`src/rtl/mem_arbiter.sv`:
```
// Shares one single-port, fixed-latency memory between the fetch and load/store
// ports: one transaction at a time, alternating priority on contention.
module mem_arbiter #(
    parameter int LAT = 2
) (
    input  logic        clk,
    input  logic        rst,
    input  logic        if_req,
    input  logic [31:0] if_addr,
    output logic        if_ack,
    output logic [31:0] if_rdata,
    input  logic        dm_req,
    input  logic [31:0] dm_addr,
    input  logic [3:0]  dm_w_en,
    input  logic [31:0] dm_wdata,
    output logic        dm_ack,
    output logic [31:0] dm_rdata,
    output logic        mem_en,
    output logic [31:0] mem_addr,
    output logic [3:0]  mem_w_en,
    output logic [31:0] mem_wdata,
    input  logic [31:0] mem_rdata,
    output logic        busy
);
    typedef enum logic [1:0] {IDLE, ISSUE, WAIT, DONE} state_t;

    localparam int CW = (LAT > 1) ? $clog2(LAT) + 1 : 1;

    state_t        state, state_nxt;
    logic          last_dm;   // last grant went to the data port
    logic          gnt_dm;    // current transaction belongs to the data port
    logic          pick_dm;
    logic          cnt_last;
    logic [CW-1:0] cnt;
    logic [31:0]   addr_q, wdata_q;
    logic [3:0]    wen_q;

    // Data wins when it is the only requester, or on a tie when fetch went last.
    assign pick_dm  = dm_req && (!if_req || !last_dm);
    assign cnt_last = (cnt == CW'(LAT - 1));

    always_comb begin
        state_nxt = state;
        case (state)
            IDLE:    if (if_req || dm_req) state_nxt = ISSUE;
            ISSUE:   state_nxt = (wen_q != 4'b0000) ? DONE : WAIT;
            WAIT:    if (cnt_last) state_nxt = DONE;
            DONE:    state_nxt = IDLE;
            default: state_nxt = IDLE;
        endcase
    end

    always_ff @(posedge clk) begin
        if (rst) begin
            state    <= IDLE;
            last_dm  <= 1'b0;
            gnt_dm   <= 1'b0;
            cnt      <= '0;
            addr_q   <= '0;
            wen_q    <= '0;
            wdata_q  <= '0;
            if_rdata <= '0;
            dm_rdata <= '0;
            if_ack   <= 1'b0;
            dm_ack   <= 1'b0;
        end else begin
            state <= state_nxt;
            case (state)
                IDLE: if (if_req || dm_req) begin
                    gnt_dm  <= pick_dm;
                    last_dm <= pick_dm;
                    addr_q  <= pick_dm ? dm_addr  : if_addr;
                    wen_q   <= pick_dm ? dm_w_en  : 4'b0000;
                    wdata_q <= pick_dm ? dm_wdata : 32'h0;
                end
                ISSUE: cnt <= '0;
                WAIT: begin
                    cnt <= cnt + 1'b1;
                    if (cnt_last) begin
                        if (gnt_dm) dm_rdata <= mem_rdata;
                        else        if_rdata <= mem_rdata;
                    end
                end
                default: ;
            endcase
            // gnt_dm only changes in IDLE, where DONE is never next.
            if_ack <= (state_nxt == DONE) && !gnt_dm;
            dm_ack <= (state_nxt == DONE) &&  gnt_dm;
        end
    end

    assign mem_en    = (state == ISSUE);
    assign mem_w_en  = mem_en ? wen_q : 4'b0000;
    assign mem_addr  = addr_q;
    assign mem_wdata = wdata_q;
    assign busy      = (state != IDLE);
endmodule

```
`config.mk`:
```
export PLATFORM = sky130hd
export DESIGN_NAME = mem_arbiter
export DESIGN_NICKNAME = d
export VERILOG_FILES = /design/src/rtl/mem_arbiter.sv
export SDC_FILE = /design/constraint.sdc
export NUM_CORES = 1
export LEC_CHECK = 0
export BUFFER_PORTS_ARGS = -buffer_cell sky130_fd_sc_hd__buf_2
export CAP_MARGIN = 20
export CORE_ASPECT_RATIO = 0.75
export CORE_UTILIZATION = 35
export DETAILED_ROUTE_END_ITERATION = 16
export HOLD_SLACK_MARGIN = 0.12
export MAX_ROUTING_LAYER = met4
export PLACE_DENSITY = 0.65
export SLEW_MARGIN = 10
export SYNTH_ARGS = -nofsm -noshare
export SYNTH_HDL_FRONTEND = slang
export SYNTH_SLANG_ARGS = --single-unit
```
`constraint.sdc`:
```
create_clock -name clk -period 3.6 [get_ports clk]
set_input_delay 0.18 -clock clk [delete_from_list [all_inputs] [get_ports clk]]
set_output_delay 0.18 -clock clk [all_outputs]
set_load 0.02 [all_outputs]
```
==> flow_summary_export.csv, run 1 <==
group,metric,value,unit
power_and_ir_drop,p_seq_share,37.0,%
power_and_ir_drop,p_int,3380,uW
finish,diodes,0,
grt,grt_max_degree,73,
timing,finalHoldViolations,0,
timing,fin_crit_sh,72.1,%
yosys,yosys_register_bits,139,
detailed_routing,dr.first_iter.drc_count,239,
yosys,avgSynthCellArea,8.72,um2
timing,finalMaxSlewViolations,0,
timing,fin_crit,2.59,ns
floorplanning,die_y,106,um
detailed_routing,ant_nets,0,
clock_tree,cts_buffers,17,
grt,grt_overflow,0,
placed_design,dp_slack,1.62,ns
job,cap_violations,0,
clock_tree,cts.sink_count,139,
placed_design,place.gp.congestion,0.810,
detailed_routing,dr_wl_met2,8430,um
power_and_ir_drop,p_comb_share,31.5,%
setup_path,critPathLaunchType,"flop",
detailed_routing,drc,0,
grt,grt_pass1_vias,5460,
yosys,ys.flop_type,"dfxtp_1",
timing,rsz0062_at_grt,"no",
power_and_ir_drop,swShare,34.8,%
power_and_ir_drop,cellLeakagePower,0.00390,uW
floorplanning,initial_core_util,36.4,%
detailed_routing,dr.pass1.iters,5,
timing,slew_headroom,49.6,%
clock_tree,cts_buffer_depth,2,
floorplanning,core-area,13900,um2
finish,nets,1107,
setup_path,worst-setup-path-type,"reg2reg",
power_and_ir_drop,ir_drop,0.000346,V
yosys,ys_warn_count,0,
setup_path,worstSetupEndpointType,"flop",
power_and_ir_drop,p_clk_share,31.6,%
finish,layout_common_cells,"buf_2 (270), nand2_1 (195), dfxtp_1 (139)",
timing,fmax,385,MHz
detailed_routing,top_layer,"met4",
placed_design,portBuffers,271,
yosys,seq_area_frac_synth,55.1,%
yosys,synth-edff-count,0,
finish,fin_cells,1155,
clock_tree,cts_root_buf,"clkbuf_16",
placed_design,dp_cells,989,
setup_path,cp_max_fo,54,
grt,antenna_found_initial,0,
detailed_routing,wl_met1,7430,um
floorplanning,rows,37,
clock_tree,ctsResizeCount,0,
floorplanning,die-width,141,um
timing,tns,0,ns
detailed_routing,num_vias,5544,
worst_hold_path,holdCritPathClass,"in2reg",
placed_design,place_hpwl,10400,um
finish,area_growth,65.7,%
yosys,synth.distinct_cells,31,
finish,final_common_cell,"buf_2",
detailed_routing,finalWirelength,17300,um
yosys,async_flop_share,0,%
timing,setup_viol,0,
detailed_routing,wl_per_cell,15.0,um
clock_tree,clk_latency,0.41,ns
floorplanning,ios,272,
clock_tree,cts.clk_slew.worst_paths,0.07,ns
timing,max_slew.worst_pin.slew,0.755,ns
detailed_routing,via_per_inst,4.80,
grt,gr-usage-all-layers,23.7,%
timing,fin_hold_ws,0.171,ns
outcome,status,"completed",
setup_path,cp.required,3.95,ns
yosys,synth_nets,719,
timing,fin_ws,1.01,ns
yosys,syn-instance-count,579,
placed_design,dpl-instance-area,6470,um2
finish,drive_above_1_share,32.3,%
finish,finalInstanceArea,8370,um2
power_and_ir_drop,power.switching,1800,uW
yosys,synth_area,5050,um2
clock_tree,cts_max_level,4,
floorplanning,dieArea,14900,um2
power_and_ir_drop,power_density,619,nW/um2
detailed_routing,met3_length,1020,um
clock_tree,cts_tree,"done",
setup_path,critPathArrivalTime,2.94,ns
timing,clock-skew-final,0.0132,ns
grt,grt_pass1_wl,27000,um
==> cell type report <==
class,instances,area [um2]
tap,175,219
fill,1186,5520
inverter,4,15.0
sequential,139,2780
clock inverter,15,134
timing repair buffer,414,2770
clock buffer,17,425
multi-input combinational,391,2020
==> synthesized netlist by cell type, drive strengths merged (2+ instances only) <==
library cell  count  share of area (%)
a21oi            66                6.5
a22o             36                6.2
a311oi           33                5.7
and2              4               0.50
and3              2               0.25
buf              28                3.3
clkbuf           17                1.3
dfxtp           139                 55
ha                4               0.99
inv               4               0.30
nand2           195                 14
nand3b            2               0.30
nor2             33                2.5
nor2b             2               0.25
nor3              2               0.20
==> per-stage QoR <==
step | total power (uW) | util (%)
after floorplan | 2850 | -
after CTS | 5180 | 60.2
final | 5180 | 60.2
after global routing | 5440 | 60.2
after detailed placement | 3250 | 46.6
after global placement | 3240 | 46.6
==> worst max-delay path, stage by stage, from the launching register on <==
cell and delay (ns):
dfxtp_1 0.33, inv_1 0.09, ha_1 0.25, o21a_2 0.32, buf_4 0.50, nor2_1 0.10
a311oi_1 0.31, dlygate4sd3_1 0.62
==> path summary, 6_finish.rpt <==
check | end | startpoint | slack, ns | cells past startpoint
min reg2reg | dm_rdata[0]$_SDFFE_PP0P_ | dm_rdata[0]$_SDFFE_PP0P_ | 0.45 | 2
max | mem_addr[0]$_SDFFE_PP0P_ | state[0]$_SDFF_PP0_ | 1.01 | 7
min | state[0]$_SDFF_PP0_ | dm_req | 0.17 | 3
max reg2reg | mem_addr[0]$_SDFFE_PP0P_ | state[0]$_SDFF_PP0_ | 1.01 | 7
==> power by group through the flow <==
stage          Sequential, uW  Clock (uW)  Combinational (uW)
3_3_place_gp             1930           0                1310
2_1_floorplan            2180           0                 665
3_5_place_dp             1930           0                1320
5_1_grt                  1940        1750                1750
4_1_cts                  1900        1690                1590
6_report                 1910        1630                1630
==> registers in the layout (all words and copies together) (netlist names) <==
name / flops
dm_ack: 1
wen_q: 4
state: 2
if_ack: 1
if_rdata: 32
gnt_dm: 1
cnt: 2
mem_wdata: 32
dm_rdata: 32
mem_addr: 32
==> routing by layer <==
metal	GRT usage, %	up-vias
li1	-	2755
met1	27.5	2538
met2	39.5	216
met3	5.77	35
met4	9.55	0
met5	-	-
==> what timing repair did <==
action                    CTS  global route
buffers inserted            0             0
hold buffers              134             0
hold endpoints to repair  133             0
==> cells by family after synthesis <==
family	Yosys count	share of synthesized area [%]
AND/OR/NAND/NOR	245	19.2
AO/OA/AOI/OAI	142	19.9
flip-flops	139	55.1
buffers and inverters	49	4.83
adder cells (fa/ha/maj)	4	0.991
Note: power is estimated with default switching activity, not from simulation.
==> run 2: changes to the inputs <==
--- a/config.mk
+++ b/config.mk
@@ -5,6 +5,7 @@
 export SDC_FILE = /design/constraint.sdc
 export NUM_CORES = 1
 export LEC_CHECK = 0
+export ABC_AREA = 1
 export BUFFER_PORTS_ARGS = -buffer_cell sky130_fd_sc_hd__buf_2
 export CAP_MARGIN = 20
 export CORE_ASPECT_RATIO = 0.75
@@ -12,7 +13,6 @@
 export DETAILED_ROUTE_END_ITERATION = 16
 export HOLD_SLACK_MARGIN = 0.12
 export MAX_ROUTING_LAYER = met4
-export PLACE_DENSITY = 0.65
 export SLEW_MARGIN = 10
 export SYNTH_ARGS = -nofsm -noshare
 export SYNTH_HDL_FRONTEND = slang
==> constraint.sdc (replaced) <==
create_clock -name clk -period 2.5 [get_ports clk]
set_input_delay 0.125 -clock clk [delete_from_list [all_inputs] [get_ports clk]]
set_output_delay 0.125 -clock clk [all_outputs]
set_load 0.02 [all_outputs]
==> run 2 against run 1 <==
  * Die area up 6.3%
  * Combinational power is 62% higher
  * Synthesized area up 6.4%
  * Global-route usage is 0.27 points higher
  * Total power up 51%
  * Clock skew down 0.0049 ns
  * Via count grew 12%
  * Clock power is 50% higher
  * Hold slack improved by 0.012 ns
  * Synthesized cell count up 27%
  * Critical path type unchanged
  * Highest routed layer unchanged
==> flow_summary_export.csv, run 2 <==
group,metric,value,unit
floorplanning,rows,38,
yosys,ys_warn_count,0,
setup_path,critPathLaunchType,"flop",
detailed_routing,via_per_inst,4.63,
detailed_routing,wl_per_cell,13.8,um
detailed_routing,dr.first_iter.drc_count,296,
setup_path,critPathArrivalTime,2.56,ns
placed_design,dp_cells,1173,
yosys,synth_common_cells,"nand2_1 (215), dfxtp_1 (139), a21oi_1 (103)",
floorplanning,die-width,145,um
clock_tree,cts.clk_slew.worst_paths,0.06,ns
clock_tree,cts_buffer_depth,2,
yosys,yosysMostFrequentCell,"nand2_1",
detailed_routing,finalWirelength,18500,um
timing,fin_crit_sh,88.4,%
finish,drive_above_1_share,28.5,%
yosys,synth_nets,875,
setup_path,cp.required,2.85,ns
setup_path,cpPeakStageDelay,0.75,ns
placed_design,place.gp.congestion,0.840,
grt,grt_pass1_wl,29300,um
finish,fin_cells,1337,
setup_path,crit_top_cell,"nand2_1",
setup_path,crit_chain,"nand2_1 -> nand2_2 -> inv_1 -> nand2_1 -> a21oi_1 -> dlygate4sd3_1",
yosys,yosys_register_bits,139,
yosys,seq_area_frac_synth,51.8,%
yosys,syn-instance-count,735,
setup_path,cp_max_fo,32,
setup_path,worstSetupEndpointType,"flop",
timing,tns,0,ns
setup_path,cpMaxStageDelayCell,"inv_1",
finish,diodes,0,
timing,fmax,453,MHz
grt,gr-usage-all-layers,23.9,%
yosys,synth_area_leaders,"dfxtp_1 (52%), nand2_1 (15%), a21oi_1 (9.6%), nor2_1 (5.3%), o21ai_0 (3.2%)",
clock_tree,cts_tree,"done",
grt,antenna_found_initial,0,
timing,fin_crit,2.21,ns
power_and_ir_drop,ir_drop,0.000530,V
finish,nets,1264,
outcome,status,"completed",
timing,clock-skew-final,0.00835,ns
clock_tree,clk_latency,0.41,ns
placed_design,dpl-instance-area,6890,um2
timing,slew_headroom,29.7,%
job,cap_violations,0,
finish,area_growth,63.7,%
worst_hold_path,holdCritPathClass,"in2reg",
floorplanning,core-area,14700,um2
timing,max_slew.worst_pin.slew,1.05,ns
detailed_routing,dr.pass1.iters,5,
clock_tree,postCtsSetupBuffers,0,
power_and_ir_drop,cellLeakagePower,0.00445,uW
floorplanning,dieArea,15900,um2
timing,fin_ws,0.291,ns
yosys,synth_area,5370,um2
grt,grt_overflow,0,
clock_tree,cts.sink_count,139,
power_and_ir_drop,power_density,890,nW/um2
finish,final_common_cell,"buf_2",
timing,setup_viol,0,
timing,rsz0062_at_grt,"no",
placed_design,dp_slack,0.763,ns
finish,layout_common_cells,"buf_2 (271), nand2_1 (215), dfxtp_1 (139)",
grt,grt_pass1_vias,5950,
floorplanning,ios,272,
clock_tree,cts_buffers,17,
finish,finalInstanceArea,8800,um2
yosys,synth_top_area_share,51.8,%
detailed_routing,drc,0,
yosys,ys.flop_type,"dfxtp_1",
timing,finalHoldViolations,0,
placed_design,place_hpwl,11300,um
detailed_routing,num_vias,6188,
yosys,yosys.area.top_type,"dfxtp_1",
detailed_routing,ant_nets,0,
power_and_ir_drop,fin_total_pwr,7830,uW
setup_path,worst-setup-path-type,"reg2reg",
yosys,synth.distinct_cells,19,
yosys,async_flop_share,0,%
clock_tree,cts_max_level,4,
yosys,avgSynthCellArea,7.31,um2
placed_design,portBuffers,271,
floorplanning,initial_core_util,36.5,%
yosys,synth-edff-count,0,
floorplanning,die_y,109,um
timing,finalMaxSlewViolations,0,
grt,grt_max_degree,74,
clock_tree,cts_root_buf,"clkbuf_16",
==> run 2: layer usage <==
metal | global-route usage, % | routed length [um] | up-vias
met2 | 38.0 | 8410 | 259
met3 | 5.44 | 1200 | 35
met1 | 29.3 | 8400 | 2763
met5 | - | 0 | -
met4 | 11.3 | 488 | 0
li1 | - | - | 3131
==> run 2: cells by family (layout without fill, tap and decap cells) <==
group	count (synthesis)	count (layout)	synth area share, %
AOI/OAI and AO/OA	169	169	15.9
adders and majority gates	4	4	0.931
buffers and inverters	95	497	7.38
DFF	139	139	51.8
and+or+nand+nor	328	328	24.1
==> run 2: final cells by class <==
class	instances	area (um2)
multi-input combinational	501	2190
clock inverter	9	87.6
sequential	139	2780
timing repair buffer	418	2810
fill	1330	5940
clock buffer	23	498
tap	200	250
inverter	47	176
==> run 2: repair_timing <==
item / in CTS / in global routing
resized for setup: 0 / 1
endpoints found under the hold margin: 132 / 0
endpoints found under the setup margin: 0 / 4
hold buffers: 132 / 0
==> run 2: final timing paths <==
check	start	end	slack [ns]	cells after the start
worst max-delay path	gnt_dm$_SDFFE_PP0P_	mem_addr[23]$_SDFFE_PP0P_	0.29	6
worst min-delay path	if_req	if_ack$_SDFF_PP0_	0.18	5
worst max register to register	gnt_dm$_SDFFE_PP0P_	mem_addr[23]$_SDFFE_PP0P_	0.29	6
worst min register to register	dm_rdata[30]$_SDFFE_PP0P_	dm_rdata[30]$_SDFFE_PP0P_	0.46	2
==> run 2: report_power, final <==
part | total (uW) | internal [uW] | switching (uW)
logic | 2640 | 1040 | 1600
clock network | 2450 | 1500 | 950
registers | 2740 | 2560 | 174
==> run 2: metrics by stage <==
stage          utilization [%]  hold slack (ns)
3_5_place_dp              46.7            0.369
4_1_cts                   59.7            0.157
3_3_place_gp              46.7            0.370
6_report                  59.7            0.183
5_1_grt                   59.7            0.218
2_1_floorplan                -            0.260
==> run 2: critical path, delay by kind of cell (launching register included) <==
family / cells / cell delay [ns]
DFF: 1 / 0.37
AOI/OAI and AO/OA: 1 / 0.19
buffers and inverters: 2 / 1.31
and+or+nand+nor: 3 / 0.28
